**config.mk**
```make
export PLATFORM = sky130hd
export DESIGN_NAME = muller_c_handshake_monitor
export DESIGN_NICKNAME = d
export VERILOG_FILES = /design/src/rtl/muller_c_handshake_monitor.sv
export SDC_FILE = /design/constraint.sdc
export NUM_CORES = 1
export LEC_CHECK = 0
export ABC_AREA = 1
export CORE_ASPECT_RATIO = 0.7
export CORE_MARGIN = 2
export CORE_UTILIZATION = 58
export DETAILED_ROUTE_END_ITERATION = 16
export GPL_ROUTABILITY_DRIVEN = 0
export PLACE_DENSITY = 0.85
export SKIP_LAST_GASP = 1
export SLEW_MARGIN = 10
export SYNTH_ARGS = -nofsm -noshare
export SYNTH_HDL_FRONTEND = slang
export SYNTH_HIERARCHICAL = 1
export SYNTH_SLANG_ARGS = --single-unit
```
**constraint.sdc**
```tcl
create_clock -name clk -period 2.3 [get_ports clk]
set_clock_uncertainty 0.1 [all_clocks]
set_input_delay 0.345 -clock clk [delete_from_list [all_inputs] [get_ports clk]]
set_output_delay 0.345 -clock clk [all_outputs]
set_load 0.02 [all_outputs]
```
**src/rtl/muller_c_handshake_monitor.sv**
```systemverilog
// -----------------------------------------------------------------------------
// muller_c_handshake_monitor
//
// Watches a Muller C-element stage from a synchronous clock domain. The two
// C-element inputs and its output are resynchronised, then a four-phase
// protocol FSM checks that the output only moves once both inputs agree, and
// that it does so within TIMEOUT cycles of them agreeing.
//
// Ports
//   clk, rst_n   monitor clock, async active-low reset
//   a_i, b_i     C-element inputs (asynchronous)
//   c_i          C-element output (asynchronous)
//   clr_i        sync clear of cycle counter and error state (FSM untouched)
//   c_sync_o     synchronised C level
//   rise_o       1-cycle pulse on synchronised C rising edge
//   fall_o       1-cycle pulse on synchronised C falling edge
//   cycles_o     completed legal handshakes, wraps silently
//   busy_o       FSM waiting for C to follow the inputs (ARM_HI / ARM_LO)
//   err_o        sticky error flag
//   err_code_o   first error seen: 00 none, 01 spurious C edge, 10 timeout
// -----------------------------------------------------------------------------

// One synchroniser lane: STAGES-deep flop chain, async cleared.
module muller_c_sync_lane #(
    parameter int STAGES = 2
) (
    input  logic clk,
    input  logic rst_n,
    input  logic d,
    output logic q
);
    logic [STAGES-1:0] chain;

    always_ff @(posedge clk or negedge rst_n) begin
        if (!rst_n) chain <= '0;
        else        chain <= {chain[STAGES-2:0], d};
    end

    assign q = chain[STAGES-1];
endmodule

module muller_c_handshake_monitor #(
    parameter int SYNC_STAGES = 2,
    parameter int CNT_W       = 16,
    parameter int TIMEOUT     = 15
) (
    input  logic             clk,
    input  logic             rst_n,
    input  logic             a_i,
    input  logic             b_i,
    input  logic             c_i,
    input  logic             clr_i,
    output logic             c_sync_o,
    output logic             rise_o,
    output logic             fall_o,
    output logic [CNT_W-1:0] cycles_o,
    output logic             busy_o,
    output logic             err_o,
    output logic [1:0]       err_code_o
);
    localparam int               TMR_W    = 8;
    localparam logic [TMR_W-1:0] TMR_LAST = TMR_W'(TIMEOUT - 1);

    localparam logic [1:0] ERR_NONE = 2'b00;
    localparam logic [1:0] ERR_SPUR = 2'b01;
    localparam logic [1:0] ERR_TMO  = 2'b10;

    typedef enum logic [1:0] {
        IDLE_LO = 2'd0,
        ARM_HI  = 2'd1,
        HOLD_HI = 2'd2,
        ARM_LO  = 2'd3
    } state_t;

    // ---------------------------------------------------------------- sync
    logic [2:0] async_in;
    logic [2:0] sync_q;

    assign async_in = {c_i, b_i, a_i};

    for (genvar g = 0; g < 3; g++) begin : g_sync
        muller_c_sync_lane #(.STAGES(SYNC_STAGES)) u_lane (
            .clk   (clk),
            .rst_n (rst_n),
            .d     (async_in[g]),
            .q     (sync_q[g])
        );
    end

    logic a_s, b_s, c_s, c_q;
    logic rise, fall;

    assign a_s  = sync_q[0];
    assign b_s  = sync_q[1];
    assign c_s  = sync_q[2];
    assign rise = c_s & ~c_q;
    assign fall = ~c_s & c_q;

    always_ff @(posedge clk or negedge rst_n) begin
        if (!rst_n) begin
            c_q    <= 1'b0;
            rise_o <= 1'b0;
            fall_o <= 1'b0;
        end else begin
            c_q    <= c_s;
            rise_o <= rise;
            fall_o <= fall;
        end
    end

    assign c_sync_o = c_s;

    // ----------------------------------------------------------------- FSM
    state_t           state, state_d;
    logic [TMR_W-1:0] timer, timer_d;
    logic             new_err;
    logic [1:0]       new_code;
    logic             cyc_inc;

    always_ff @(posedge clk or negedge rst_n) begin
        if (!rst_n) begin
            state <= IDLE_LO;
            timer <= '0;
        end else begin
            state <= state_d;
            timer <= timer_d;
        end
    end

    // Edge checks come first in every state: a C edge beats both arm entry
    // (spurious) and the timeout. Error exits always land in the state that
    // matches the current C level.
    always_comb begin
        state_d  = state;
        timer_d  = timer;
        new_err  = 1'b0;
        new_code = ERR_NONE;
        cyc_inc  = 1'b0;
        case (state)
            IDLE_LO: begin
                if (rise) begin
                    new_err  = 1'b1;
                    new_code = ERR_SPUR;
                    state_d  = HOLD_HI;
                end else if (a_s && b_s) begin
                    state_d = ARM_HI;
                    timer_d = '0;
                end
            end
            ARM_HI: begin
                if (rise) begin
                    state_d = HOLD_HI;
                end else if (!(a_s && b_s)) begin
                    state_d = IDLE_LO;
                end else if (timer == TMR_LAST) begin
                    new_err  = 1'b1;
                    new_code = ERR_TMO;
                    state_d  = IDLE_LO;
                end else begin
                    timer_d = timer + TMR_W'(1);
                end
            end
            HOLD_HI: begin
                if (fall) begin
                    new_err  = 1'b1;
                    new_code = ERR_SPUR;
                    state_d  = IDLE_LO;
                end else if (!a_s && !b_s) begin
                    state_d = ARM_LO;
                    timer_d = '0;
                end
            end
            ARM_LO: begin
                if (fall) begin
                    state_d = IDLE_LO;
                    cyc_inc = 1'b1;
                end else if (a_s || b_s) begin
                    state_d = HOLD_HI;
                end else if (timer == TMR_LAST) begin
                    new_err  = 1'b1;
                    new_code = ERR_TMO;
                    state_d  = HOLD_HI;
                end else begin
                    timer_d = timer + TMR_W'(1);
                end
            end
            default: state_d = IDLE_LO;
        endcase
    end

    assign busy_o = (state == ARM_HI) || (state == ARM_LO);

    // ------------------------------------------------- counter and errors
    // A new error outranks clr_i; when both land together the new code is
    // taken even if an older error was pending.
    always_ff @(posedge clk or negedge rst_n) begin
        if (!rst_n) begin
            err_o      <= 1'b0;
            err_code_o <= ERR_NONE;
            cycles_o   <= '0;
        end else begin
            if (new_err) begin
                err_o <= 1'b1;
                if (clr_i || !err_o) err_code_o <= new_code;
            end else if (clr_i) begin
                err_o      <= 1'b0;
                err_code_o <= ERR_NONE;
            end

            if (clr_i)        cycles_o <= '0;
            else if (cyc_inc) cycles_o <= cycles_o + CNT_W'(1);
        end
    end
endmodule

```
==> results of run 1 <==
-- final cells by class --
type / instances / share of cell area, %
Tap cell: 38 / 1.98
Clock buffer: 5 / 2.87
Inverter: 29 / 4.54
Multi-Input combinational cell: 167 / 36.3
Timing Repair Buffer: 29 / 11.8
Sequential cell: 38 / 39.6
Clock inverter: 3 / 2.87
-- where the power goes --
| group | internal (uW) | total (uW) | switching (uW) |
|---|---|---|---|
| logic | 115 | 343 | 228 |
| clock network | 434 | 679 | 245 |
| registers | 712 | 768 | 56.3 |
-- through the flow --
| step | util (%) | total power [uW] | cells |
|---|---|---|---|
| final | 75.2 | 1790 | 309 |
| after global routing | 75.2 | 1880 | 309 |
| after CTS | 75.2 | 1800 | 309 |
| after detailed placement | 70.9 | 1120 | 301 |
| after global placement | 70.9 | 1110 | 301 |
| after floorplan | - | 1050 | 238 |
-- kinds of logic (layout without fill, tap and decap cells) --
logic type	count (synthesis)	count (layout)	share of synthesized area, %
AND/OR/NAND/NOR	134	134	31.9
flip-flops	38	38	48.3
buffers and inverters	33	66	7.55
AO/OA/AOI/OAI	24	24	7.68
XOR/XNOR	5	5	2.22
adder cells (fa/ha/maj)	4	4	2.41
-- state kept, by name, summed over array words and instances, names as in the netlist --
signal,flops
err_o,1
fall_o,1
g_sync.u_lane/chain,6
cycles_o,16
timer,8
err_code_o,2
c_q,1
state,2
rise_o,1
-- cells in the final DEF, fill, tap and decap left out, drive strengths merged --
cell type / n
nor3: 8
and3: 1
clkdlybuf4s50: 27
bufinv: 2
ha: 3
clkinv: 2
maj3: 1
nand3: 19
nand4: 1
nand2: 73
buf: 2
o21ai: 14
nand3b: 1
a21o: 1
nor2: 31
a31oi: 2
xor2: 5
dfrtp: 38
inv: 28
clkbuf: 5
a21oi: 7
-- per-layer routing --
layer | vias up | wire length (um) | share of wire (%) | global-route usage, %
li1 | 816 | - | - | -
met1 | 742 | 2010 | 50 | 36.0
met3 | 9 | 261 | 6.4 | 5.58
met5 | - | 0 | 0 | 0
met4 | 0 | 64 | 1.6 | 9.39
met2 | 45 | 1730 | 42 | 33.8
-- path summary, 6_finish.rpt --
| path | startpoint | endpoint | slack [ns] | depth (start not counted) |
|---|---|---|---|---|
| worst max-delay path | state[0] | busy_o | 0.32 | 1 |
| min in group clk | g_sync[1].u_lane/chain[0] | g_sync[1].u_lane/chain[1] | 0.26 | 0 |
| max in group asynchronous | rst_n | err_code_o[0] | 1.55 | 1 |
| worst max register to register | g_sync[2].u_lane/chain[1] | timer[4] | 0.47 | 8 |
| worst min register to register | g_sync[1].u_lane/chain[0] | g_sync[1].u_lane/chain[1] | 0.26 | 0 |
| worst min-delay path | rst_n | g_sync[1].u_lane/chain[0] | 0.04 | 1 |
==> impl_summary.log, run 1 <==
[metrics] result of the run: finished, final reports clean
[metrics] Inserted Clock Buffers: 5
[metrics] most frequent cells after synthesis: sky130_fd_sc_hd__nand2_1, sky130_fd_sc_hd__dfrtp_1, sky130_fd_sc_hd__inv_1
[metrics] worst ir drop on vdd: a little over 500 uV
[metrics] biggest area consumer among synthesized cells: sky130_fd_sc_hd__dfrtp_1
[metrics] Tcrit/Tclk final: 86.0%
[metrics] number of diodes: 0
[metrics] pre-CTS worst setup slack: about 0.53 ns
[metrics] number of enable flip-flop cells after synthesis: 0
[metrics] Max clock buf depth: 2
[metrics] total half-perimeter wirelength after legalization and detailed placement: ~2900 um
[metrics] Critical Path RT: 1.86 ns
[metrics] synthesis warning total: 6
[metrics] arrival time of the worst setup path: 1.53 ns
[metrics] TritonCTS sink count: 38
[metrics] maximum net fanout on the critical path: 9
[metrics] final WL: 4060 um
[metrics] clock insertion delay at the later pin of the skew report: 0.29 ns
[metrics] Synth top area share: between 40% and 50%
[metrics] die span in x: 73.7 um
[metrics] number of vias in the routed layout: around 1600
[metrics] die footprint: 3890 um^2
[metrics] clock tree from TritonCTS: built
[metrics] slowest CP cell: sky130_fd_sc_hd__clkdlybuf4s50_1
[metrics] Storage cell area: 951 um^2
[metrics] Post-Route Hold Slack: approximately 0.036 ns
[metrics] total global routing track utilization: 24.2%
[metrics] Placeable Area: 3190 um^2
[metrics] largest net degree at the start of global routing: 39
[metrics] CTS clk-pin slew, worst paths: around 0.080 ns
[metrics] DRC violations left: 0
[metrics] slew at the pin closest to its max-slew limit: approximately 0.81 ns
[metrics] synth unique cells: 30
[metrics] antenna violations before repair: 0
[metrics] Net Count, Synth: approximately 250
[metrics] Lkg Pwr: 0.00116 uW
[metrics] crit path launch type: flip-flop
[metrics] Hold Fails Final Rpt: 0
[metrics] # Post-CTS Setup Buffers: 0
[metrics] setup repair after global routing missed its margin: no
[metrics] WS Path Type: flip-flop to output port
[metrics] Top-Level Pins: 29
[metrics] power density over the cells: 746 nW/um^2
[metrics] vertical die dimension: 52.8 um
[metrics] Final #Nets: 279
[metrics] slack of the critical path: 0.322 ns
[metrics] share of final-layout standard cells stronger than drive strength 1: 14.0%
[metrics] ordered cell list for the critical path: clkdlybuf4s50_1
[metrics] final instance area: approximately 2400 um^2
[metrics] CTS resizes: 0
[metrics] via-per-instance ratio: 5.22
[metrics] final setup violation count: 0
[metrics] gate count after technology mapping: ~240
[metrics] remaining number of nets flagged by the antenna check after routing: 0
[metrics] flop and latch count out of synthesis: 38
[metrics] number of global-route vias before repair: roughly 1500
[metrics] Area Growth Syn to Fin: 21.7%
[metrics] average instance area after synthesis: 8.28 um^2
[metrics] async set or reset register ratio after synthesis: 100%
[metrics] root buffer cell: sky130_fd_sc_hd__clkbuf_8
[metrics] overflow left after global routing: 0
[metrics] global-route wire length before repair: 6910 um
[metrics] filler instances: around 240
[metrics] number of buffer and inverter instances along the worst setup path: 1
[metrics] DRC violation total after the first TritonRoute iteration: between 100 and 150
[metrics] most used flip-flop cell after synthesis: sky130_fd_sc_hd__dfrtp_1
[metrics] count of TritonRoute iterations in the first routing pass: 4
[metrics] standard cell area after detailed placement: 2260 um^2
[metrics] count of input and output buffers: 28
[metrics] starting utilization of the core area: 61.8%
[metrics] # Max-Cap Violations: 0
[metrics] cell area after synthesis: 1970 um^2
[metrics] number of placement rows: 17
[metrics] Post-Route Setup TNS: 0 ns
[metrics] relative slew slack: 46.2%
[metrics] element type at the critical path end: output port
[metrics] sequential area share after synthesis: 48.3%
[metrics] number of max-slew violations in the final report: 0
[metrics] longest individual stage delay on the worst path: 0.69 ns
[metrics] worst hold path class: primary input to asynchronous set/reset pin
[metrics] FMAX: 0.506 GHz
[metrics] cell family with the largest share of critical-path delay: buffers and inverters
[metrics] hold buffer count at CTS: 0
[metrics] most frequent cell after synthesis: sky130_fd_sc_hd__nand2_1
[metrics] number of H-tree levels: 2
[metrics] footprint of the multi-input gates: 871 um^2
[metrics] routed wire length per instance: 13.2 um
[metrics] Tmin final: 1.98 ns
[metrics] dominant cells by area after synthesis: sky130_fd_sc_hd__dfrtp_1, sky130_fd_sc_hd__nand2_1, sky130_fd_sc_hd__inv_1, sky130_fd_sc_hd__nand3_1, sky130_fd_sc_hd__nor2_1
(Power assumes the default switching activity.)
==> run 2, diff against run 1 <==
- CORE_ASPECT_RATIO: 0.7 -> unset
- CORE_UTILIZATION: 58 -> 60
- CTS_BUF_LIST: unset -> sky130_fd_sc_hd__clkbuf_8
- GPL_TIMING_DRIVEN: unset -> 0
- PLACE_DENSITY: 0.85 -> 0.87
==> run 2 against run 1 <==
Hold slack better by 0.22 ns. Combinational power up 24%. Utilization up 3.8 points. Sequential power down 2.6%. Die area down 3.3%. Largest cell class unchanged.
==> impl_summary.log, run 2 (synthesis results as in run 1) <==
[metrics] result of the run: finished, final reports clean
[metrics] Placeable Area: a little over 3000 um^2
[metrics] worst reg2reg setup slack: between 0.6 and 0.7 ns
[metrics] endpoint with the worst hold slack: g_sync[1].u_lane/chain[1]
[metrics] WL met2: 1650 um
[metrics] power density over the cells: 676 nW/um^2
[metrics] largest register by flop count: cycles_o
[metrics] number of H-tree levels: 2
[metrics] Lkg Pwr: 0.00118 uW
[metrics] Tmin final: 1.91 ns
[metrics] clock tree from TritonCTS: built
[metrics] relative slew slack: 71.0%
[metrics] Inserted Clock Buffers: 5
[metrics] largest registers: cycles_o: 16 flops, timer: 8 flops, g_sync.u_lane/chain: 6 flops
[metrics] largest net degree at the start of global routing: 23
[metrics] Top-Level Pins: 29
[metrics] Combinational Power Share: 25.9%
[metrics] Hold Fails Final Rpt: 0
[metrics] slew at the pin closest to its max-slew limit: roughly 0.44 ns
[metrics] # Max-Cap Violations: 0
[metrics] pre-CTS worst setup slack: roughly 0.44 ns
[metrics] count of TritonRoute iterations in the first routing pass: 4
[metrics] DRC violation total after the first TritonRoute iteration: 87
[metrics] longest individual stage delay on the worst path: 0.59 ns
[metrics] die span in x: roughly 61 um
[metrics] number of vias in the routed layout: roughly 1600
[metrics] cell depth of the worst flop-to-flop path: 9
[metrics] number of diodes: 0
[metrics] Final #Nets: about 280
[metrics] clock insertion delay at the later pin of the skew report: about 0.30 ns
[metrics] slack of the critical path: around 0.4 ns
[metrics] CTS clk-pin slew, worst paths: 0.07 ns
[metrics] total half-perimeter wirelength after legalization and detailed placement: 2850 um
[metrics] Post-Route Setup TNS: 0 ns
[metrics] Highest Signal Layer: met4
[metrics] worst ir drop on vdd: approximately 480 uV
[metrics] reported net switching power: 534 uW
[metrics] filler instances: 212
[metrics] standard cell area after detailed placement: 2330 um^2
[metrics] total global routing track utilization: 24.1%
[metrics] ordered cell list for the critical path: buf_6 > clkbuf_1 > clkdlybuf4s50_1
[metrics] internal power of the cells: 1110 uW
[metrics] CTS resizes: 0
[metrics] vertical die dimension: 61.3 um
[metrics] worst hold path class: flip-flop to flip-flop
[metrics] final instance area: 2430 um^2
[metrics] reg-to-reg critical path endpoint: timer[1]
[metrics] footprint of the multi-input gates: 871 um^2
[metrics] via-per-instance ratio: around 5
[metrics] DRC violations left: 0
[metrics] count of input and output buffers: 28
[metrics] setup repair after global routing missed its margin: no
[metrics] element type at the critical path end: output port
[metrics] overflow left after global routing: 0
[metrics] routed wire length per instance: 11.8 um
[metrics] Critical Path RT: 1.86 ns
[metrics] root buffer cell: sky130_fd_sc_hd__clkbuf_8
[metrics] crit path launch type: flip-flop
[metrics] global-route wire length before repair: between 6000 and 7000 um
[metrics] number of max-slew violations in the final report: 0
[metrics] Reg2Reg Launch Point: timer[0]
[metrics] cell family with the largest share of critical-path delay: buffers and inverters
[metrics] starting utilization of the core area: between 60% and 70%
[metrics] count of placed standard cells including taps: between 300 and 400
[metrics] number of buffer and inverter instances along the worst setup path: 3
[metrics] TritonCTS sink count: 38
[metrics] part of the power in the clock network: 28.5%
[metrics] FMAX: 0.523 GHz
[metrics] Hold Path Cell Cnt: 0
[metrics] hold path startpoint: g_sync[1].u_lane/chain[0]
[metrics] relative contribution of sequential cells to total power: between 40 and 50%
[metrics] filler-free cell count of the finished design: 320
[metrics] WS Path Type: flip-flop to output port
[metrics] Sw Ratio: 32.5%
[metrics] Max clock buf depth: 2
[metrics] number of placement rows: 20
[metrics] remaining number of nets flagged by the antenna check after routing: 0
[metrics] Storage cell area: 951 um^2
[metrics] Area Growth Syn to Fin: 23.3%
[metrics] final setup violation count: 0
[metrics] number of global-route vias before repair: 1489
[metrics] Tcrit/Tclk final: just over 80%
[metrics] flip-flop count of the largest register after layout: 16
[metrics] die footprint: 3760 um^2
[metrics] routed wire length on met3: 206 um
[metrics] antenna violations before repair: 0
[metrics] Total Power: 1640 uW
[metrics] final WL: ~3800 um
[metrics] most common library cell in the layout ignoring fill and taps: sky130_fd_sc_hd__nand2_1
[metrics] share of final-layout standard cells stronger than drive strength 1: 14.5%
[metrics] commonest non-fill, non-tap cells in the layout: sky130_fd_sc_hd__nand2_1, sky130_fd_sc_hd__dfrtp_1, sky130_fd_sc_hd__inv_1, sky130_fd_sc_hd__clkdlybuf4s50_1, sky130_fd_sc_hd__nor2_1
[metrics] length of routed wiring on met1: 1850 um
[metrics] arrival time of the worst setup path: 1.47 ns
[metrics] maximum net fanout on the critical path: 9
[metrics] slowest CP cell: sky130_fd_sc_hd__clkdlybuf4s50_1
run 2: layer usage:
metal | vias to the layer above | track usage (%)
li1 | 824 | -
met1 | 741 | 33.5
met2 | 41 | 35.4
met3 | 7 | 7.77
met4 | 0 | 9.32
met5 | - | 0
run 2: repair_timing:
action,CTS,global route
hold endpoints to repair,16,0
hold buffers,1,0
buffers inserted,0,0
run 2: power groups by stage:
stage          clock network [uW]  logic (uW)  registers (uW)
4_1_cts                       478         429             748
5_1_grt                       494         473             754
2_1_floorplan                   0         272             773
6_report                      468         426             748
3_3_place_gp                    0         409             757
3_5_place_dp                    0         424             760
run 2: worst max path at each step:
stage                      from      endpoint  slack (ns)  cells after the start
floorplan           cycles_o[1]  cycles_o[14]        0.71                      8
global placement          rst_n   cycles_o[3]       -0.07                      1
detailed placement        clr_i   cycles_o[7]        0.44                      6
CTS                    state[0]        busy_o        0.38                      3
global route           state[0]        busy_o        0.34                      3
finish                 state[0]        busy_o        0.39                      3
run 2: area by class of cell:
type / count / share of cell area [%]
plain buffers: 4 / 1.65
clock buffers: 6 / 3.40
clock inverters: 2 / 0.360
inverters: 29 / 4.48
multi-input cells: 167 / 35.8
flip-flops and latches: 38 / 39.1
well taps: 44 / 2.27
repair buffers: 30 / 12.9
run 2: per-stage QoR:
stage	util, %	hold WS, ns
after floorplan	-	-0.0506
after global placement	74.9	0.231
after detailed placement	75.7	0.211
after CTS	78.9	0.254
after global routing	78.9	0.261
final	78.9	0.251
==> run 3, diff against run 2 <==
- CORE_UTILIZATION: 60 -> 56
- PLACE_DENSITY: 0.87 -> 0.82
- clock period: 2.3 -> 1.9 ns (I/O delays scaled with it)
==> run 3 against run 2 <==
Register-to-register slack got worse by 0.41 ns. Clock-buffer cell count is the same. Flip-flop and latch count did not move. Non-clock buffer count is the same. First-iteration DRC count increased by 16%. Final area grew 0.21%. Total power increased by 20%. Global-route usage shrank 2.6 points. Wire length down 0.71%. Critical endpoint is now cycles_o[5]. Largest power group unchanged.
==> impl_summary.log, run 3 (synthesis results as in run 1) <==
[metrics] Max clock buf depth: 2
[metrics] standard cell area after detailed placement: around 2300 um^2
[metrics] part of the power in the clock network: between 20% and 30%
[metrics] endpoint with the worst hold slack: g_sync[0].u_lane/chain[1]
[metrics] Tcrit/Tclk final: 96.4%
[metrics] worst reg2reg setup slack: roughly 0.26 ns
[metrics] flip-flop count of the largest register after layout: 16
[metrics] largest net degree at the start of global routing: 23
[metrics] cell family with the largest share of critical-path delay: buffers and inverters
[metrics] relative contribution of sequential cells to total power: a little under half
[metrics] total half-perimeter wirelength after legalization and detailed placement: 2820 um
[metrics] WS Path Type: flip-flop to output port
[metrics] final setup violation count: 0
[metrics] element type at the critical path end: output port
[metrics] root buffer cell: sky130_fd_sc_hd__clkbuf_8
[metrics] Placeable Area: 3360 um^2
[metrics] CTS clk-pin slew, worst paths: approximately 0.07 ns
[metrics] Tmin final: 1.83 ns
[metrics] Final #Nets: 284
[metrics] final instance area: ~2400 um^2
[metrics] number of max-slew violations in the final report: 0
[metrics] largest registers: cycles_o: 16 flops, timer: 8 flops, g_sync.u_lane/chain: 6 flops
[metrics] Hold Fails Final Rpt: 0
[metrics] DRC violations left: 0
[metrics] arrival time of the worst setup path: 1.45 ns
[metrics] hold path startpoint: g_sync[0].u_lane/chain[0]
[metrics] result of the run: finished, final reports clean
[metrics] overflow left after global routing: 0
[metrics] antenna violations before repair: 0
[metrics] clock tree from TritonCTS: built
[metrics] TritonCTS sink count: 38
[metrics] largest register by flop count: cycles_o
[metrics] Sw Ratio: 32.2%
[metrics] die span in x: 63.3 um
[metrics] global-route wire length before repair: between 6000 and 7000 um
[metrics] routed wire length per instance: between 10 and 15 um
[metrics] number of placement rows: 21
[metrics] setup repair after global routing missed its margin: no
[metrics] remaining number of nets flagged by the antenna check after routing: 0
[metrics] Reg2Reg Launch Point: cycles_o[1]
[metrics] Top-Level Pins: 29
[metrics] slowest CP cell: sky130_fd_sc_hd__clkdlybuf4s50_1
[metrics] worst hold path class: flip-flop to flip-flop
[metrics] final WL: 3750 um
[metrics] ordered cell list for the critical path: clkdlybuf4s50_1
[metrics] Inserted Clock Buffers: 5
[metrics] Final Core Density: 72.4%
[metrics] power density over the cells: 810 nW/um^2
[metrics] number of global-route vias before repair: 1525
[metrics] maximum net fanout on the critical path: 6
[metrics] count of TritonRoute iterations in the first routing pass: 4
[metrics] slew at the pin closest to its max-slew limit: around 0.42 ns
[metrics] # Max-Cap Violations: 0
[metrics] Critical Path RT: 1.51 ns
[metrics] via-per-instance ratio: 5.04
[metrics] crit path launch type: flip-flop
[metrics] Lkg Pwr: 0.00119 uW
[metrics] Area Growth Syn to Fin: 23.6%
[metrics] number of diodes: 0
[metrics] worst ir drop on vdd: around 600 uV
[metrics] internal power of the cells: 1340 uW
[metrics] longest individual stage delay on the worst path: 0.66 ns
[metrics] filler instances: about 280
[metrics] relative slew slack: 71.8%
[metrics] count of input and output buffers: 28
[metrics] most common library cell in the layout ignoring fill and taps: sky130_fd_sc_hd__nand2_1
[metrics] starting utilization of the core area: between 50% and 60%
[metrics] number of buffer and inverter instances along the worst setup path: 1
[metrics] Hold Path Cell Cnt: 0
[metrics] number of vias in the routed layout: ~1600
[metrics] DRC violation total after the first TritonRoute iteration: around 100
[metrics] clock insertion delay at the later pin of the skew report: 0.30 ns
[metrics] Combinational Power Share: 25.4%
[metrics] cell depth of the worst flop-to-flop path: 8
[metrics] FMAX: 0.546 GHz
[metrics] reg-to-reg critical path endpoint: cycles_o[14]
[metrics] Post-Route Hold Slack: 0.248 ns
[metrics] reported net switching power: 636 uW
[metrics] die footprint: 4010 um^2
[metrics] vertical die dimension: 63.3 um
[metrics] commonest non-fill, non-tap cells in the layout: sky130_fd_sc_hd__nand2_1, sky130_fd_sc_hd__dfrtp_1, sky130_fd_sc_hd__inv_1
[metrics] total global routing track utilization: 21.5%
[metrics] share of final-layout standard cells stronger than drive strength 1: approximately 14%
[metrics] number of H-tree levels: 2
run 3: changes by cell type in the layout (fill, tap and decap cells not counted), sizes merged:
cell           previous run  this run
clkdlybuf4s50            27        26
dlymetal6s2s              0         1
run 3: layout make-up:
type	instances	area [um^2]	area share, %
Timing Repair Buffer	30	315	12.9
Clock inverter	2	8.76	0.360
Buffer	4	40.0	1.64
Sequential cell	38	951	39.1
Tap cell	46	57.6	2.36
Inverter	29	109	4.47
Multi-Input combinational cell	167	871	35.8
Clock buffer	6	82.6	3.39
run 3: power by group through the flow:
stage                     sequential (uW)  combinational [uW]  clock [uW]
final                                 904                 500         568
after global placement                916                 490           0
after detailed placement              921                 505           0
after floorplan                       935                 330           0
after global routing                  912                 555         623
after CTS                             905                 507         581
run 3: worst max-delay path by stage:
stage	depth (start not counted)	from	slack, ns	endpoint
floorplan	8	cycles_o[1]	0.31	cycles_o[14]
global placement	1	rst_n	-0.40	cycles_o[5]
detailed placement	6	clr_i	0.07	cycles_o[7]
CTS	3	state[0]	0.02	busy_o
global route	1	cycles_o[5]	0.01	cycles_o[5]
finish	1	cycles_o[5]	0.07	cycles_o[5]
run 3: timing repair:
action / CTS / global route
hold endpoints to repair: 16 / 0
setup buffers: 0 / 0
setup endpoints to repair: 0 / 1
resized for setup: 0 / 1
hold buffers: 1 / 0
run 3: stage by stage:
stage                     TNS [ns]  setup slack (ns)  cells  total power [uW]
after detailed placement         0            0.0748    313              1430
after global placement      -15.08            -0.398    312              1410
after global routing             0            0.0139    322              2090
after CTS                        0            0.0222    322              1990
final                            0            0.0677    322              1970
after floorplan                  0             0.306    238              1270
run 3: metal layers:
layer	vias up	wire, um	global-route usage (%)
met2	43	1660	33.3
li1	827	-	-
met1	743	1790	27.0
met3	10	187	5.54
met4	0	119	12.8
met5	-	0	0
==> variant: new RTL, flow settings as in run 3 <==
Change the parameter `CNT_W` from 16 to 20.
--- a/src/rtl/muller_c_handshake_monitor.sv
+++ b/src/rtl/muller_c_handshake_monitor.sv
@@ -41,7 +41,7 @@
 
 module muller_c_handshake_monitor #(
     parameter int SYNC_STAGES = 2,
-    parameter int CNT_W       = 16,
+    parameter int CNT_W       = 20,
     parameter int TIMEOUT     = 15
 ) (
     input  logic             clk,
Interface: changed (resized cycles_o); port bits go from 29 to 33. No check against the original RTL was run, so the function may have changed too.
==> variant against run 3 <==
- die area rose by 13%
- routed wire length rose by 25%
- sequential cell count rose by 4
- hold slack improved by 1.6 ps
- design area rose by 13%
- area after synthesis rose by 14%
- setup slack improved by 20 ps
- cell count rose by 15%
- count of clock-buffer cells in the layout fell by 1
- total power rose by 3.7%
==> variant: results (changes against run 3) <==
Slew at the pin with the worst max-slew slack - 452 ps (+29.2 ps)
Largest net degree at the start of global routing - 27 (+17%)
WL met3 - 199 um (+6.4%)
WHS - 250 ps (+1.63 ps)
Main flop type after synthesis - dfrtp_1
Seq cells post-synth - 42 (+11%)
Met2 Resource Use GR - 0.358 (+0.0248)
H-tree levels - 2 (unchanged)
Fin nets - 329 (+16%)
Biggest regs - cycles_o: 20 flops, timer: 8 flops, g_sync.u_lane/chain: 6 flops
DR WL met2 - 2250 um (+36%)
Place WS - 135 ps (+60.3 ps)
Initial detailed-routing violation count - 146 (+45%)
Dominant kind of cell - multi-input combinational cells
Max Root-Sink Buffers - 2 (unchanged)
Antenna Cells - 0 (unchanged)
Post-synth net total - 288 (+17%)
Post-synthesis sequential area ratio - 0.467 (-0.0156)
Port Buffers - 32 (+14%)
R2R Path End - cycles_o[16]
R2R cell count - 10 (+2)
Grt met3 use - 0.0633 (+0.00798)
Clock root buffer - clkbuf_8
First-pass GRT wire length - 7760 um (+17%)
DR vias/cell - 5.14 (+2.0%)
M1 GR Usage - 0.309 (+0.0390)
Worst Hold Class - reg2reg
Multi-input combinational gate total - 202 (+21%)
WL final - 4700 um (+25%)
P&R area growth vs syn - 22.2%
CP delay by family, top - buffers and inverters
Nonclk inv count - 30 (+3.4%)
Crit path to - c_sync_o
Maximum vdd drop - 0.000666 V (+11%)
CP startpoint - g_sync[2].u_lane/chain[1]
Share of layout cells above drive strength 1 - 0.143 (-0.00163)
Layout clock area frac - 0.0314 (-0.00612)
Largest cells by area after synthesis - dfrtp_1 (47%), nand2_1 (11%), nor2_1 (6.2%), nand3_1 (5.6%), inv_1 (4.3%)
Synth cell count leaders - nand2_1 (68), dfrtp_1 (42), nor2_1 (37)
Reg2reg setup slack - 200 ps (-60 ps)
Signal buffers - 39 (+15%)
Avg Inst Size Synth - 8.07 um^2 (-2.6%)
NonClk Buf Share - 0.139 (-0.00718)
Register area - 1050 um^2 (+11%)
Vias in the first global route - 1691 (+11%)
DR top layer - met4
Multi-input gate share of total cell area - 0.384 (+0.0263)
Period utilization - 0.954 (-0.0103)
Reg-to-Reg Start - cycles_o[1]
Post-Place Cell Area - 2650 um^2 (+14%)
Fill cells - 317 (+14%)
Yosys cell types - 33 (+10%)
Status - finished, final reports clean
Wl on met1 - 2180 um (+22%)
Leak pwr - 1.25 nW (+4.6%)
Post-DP HPWL - 3390 um (+20%)
GR Util All Layers - 0.231 (+0.0159)
CTS clk-pin slew, worst paths - 80 ps
Arr. time, crit path - 1430 ps (-20 ps)
-- variant: changes by cell type after synthesis, moves of 4 or more --
cell | before | now
o21ai_0 | 6 | 12
or2_2 | 0 | 4
nand4_1 | 1 | 5
nor2_1 | 24 | 37
nand2_2 | 7 | 2
nand3_1 | 18 | 25
nor3_1 | 6 | 2
dfrtp_1 | 38 | 42
-- variant: what timing repair did --
item,in CTS,in global routing
gates resized for setup,0,2
endpoints found under the setup margin,0,3
hold endpoints to repair,16,0
hold buffers,1,0
-- variant: power breakdown --
part | internal (mW) | total (mW) | switching [mW]
logic | 0.190 | 0.497 | 0.307
registers | 0.945 | 0.984 | 0.0388
clock network | 0.254 | 0.564 | 0.310
-- variant: kinds of logic after synthesis --
group / Yosys count / share of synthesized area
xor+xnor: 2 / 0.00778
flops: 42 / 0.467
fa+ha+maj: 4 / 0.0211
buf+inv: 35 / 0.0650
compound gates: 35 / 0.0945
simple gates: 161 / 0.345
-- variant: worst min path at each step --
| stage | start | cells after the start | to |
|---|---|---|---|
| floorplan | rst_n | 0 | c_q |
| global placement | g_sync[0].u_lane/chain[0] | 0 | g_sync[0].u_lane/chain[1] |
| detailed placement | rst_n | 1 | timer[5] |
| CTS | g_sync[0].u_lane/chain[0] | 0 | g_sync[0].u_lane/chain[1] |
| global route | g_sync[2].u_lane/chain[0] | 0 | g_sync[2].u_lane/chain[1] |
| finish | g_sync[0].u_lane/chain[0] | 0 | g_sync[0].u_lane/chain[1] |
-- variant: through the flow --
step           total power [mW]  setup TNS [ps]  std cells   util
2_1_floorplan              1.34               0        279      -
3_3_place_gp               1.49          -27180        361  0.668
3_5_place_dp               1.50               0        362  0.672
4_1_cts                    2.06               0        371  0.696
5_1_grt                    2.17               0        371  0.698
6_report                   2.05               0        371  0.698
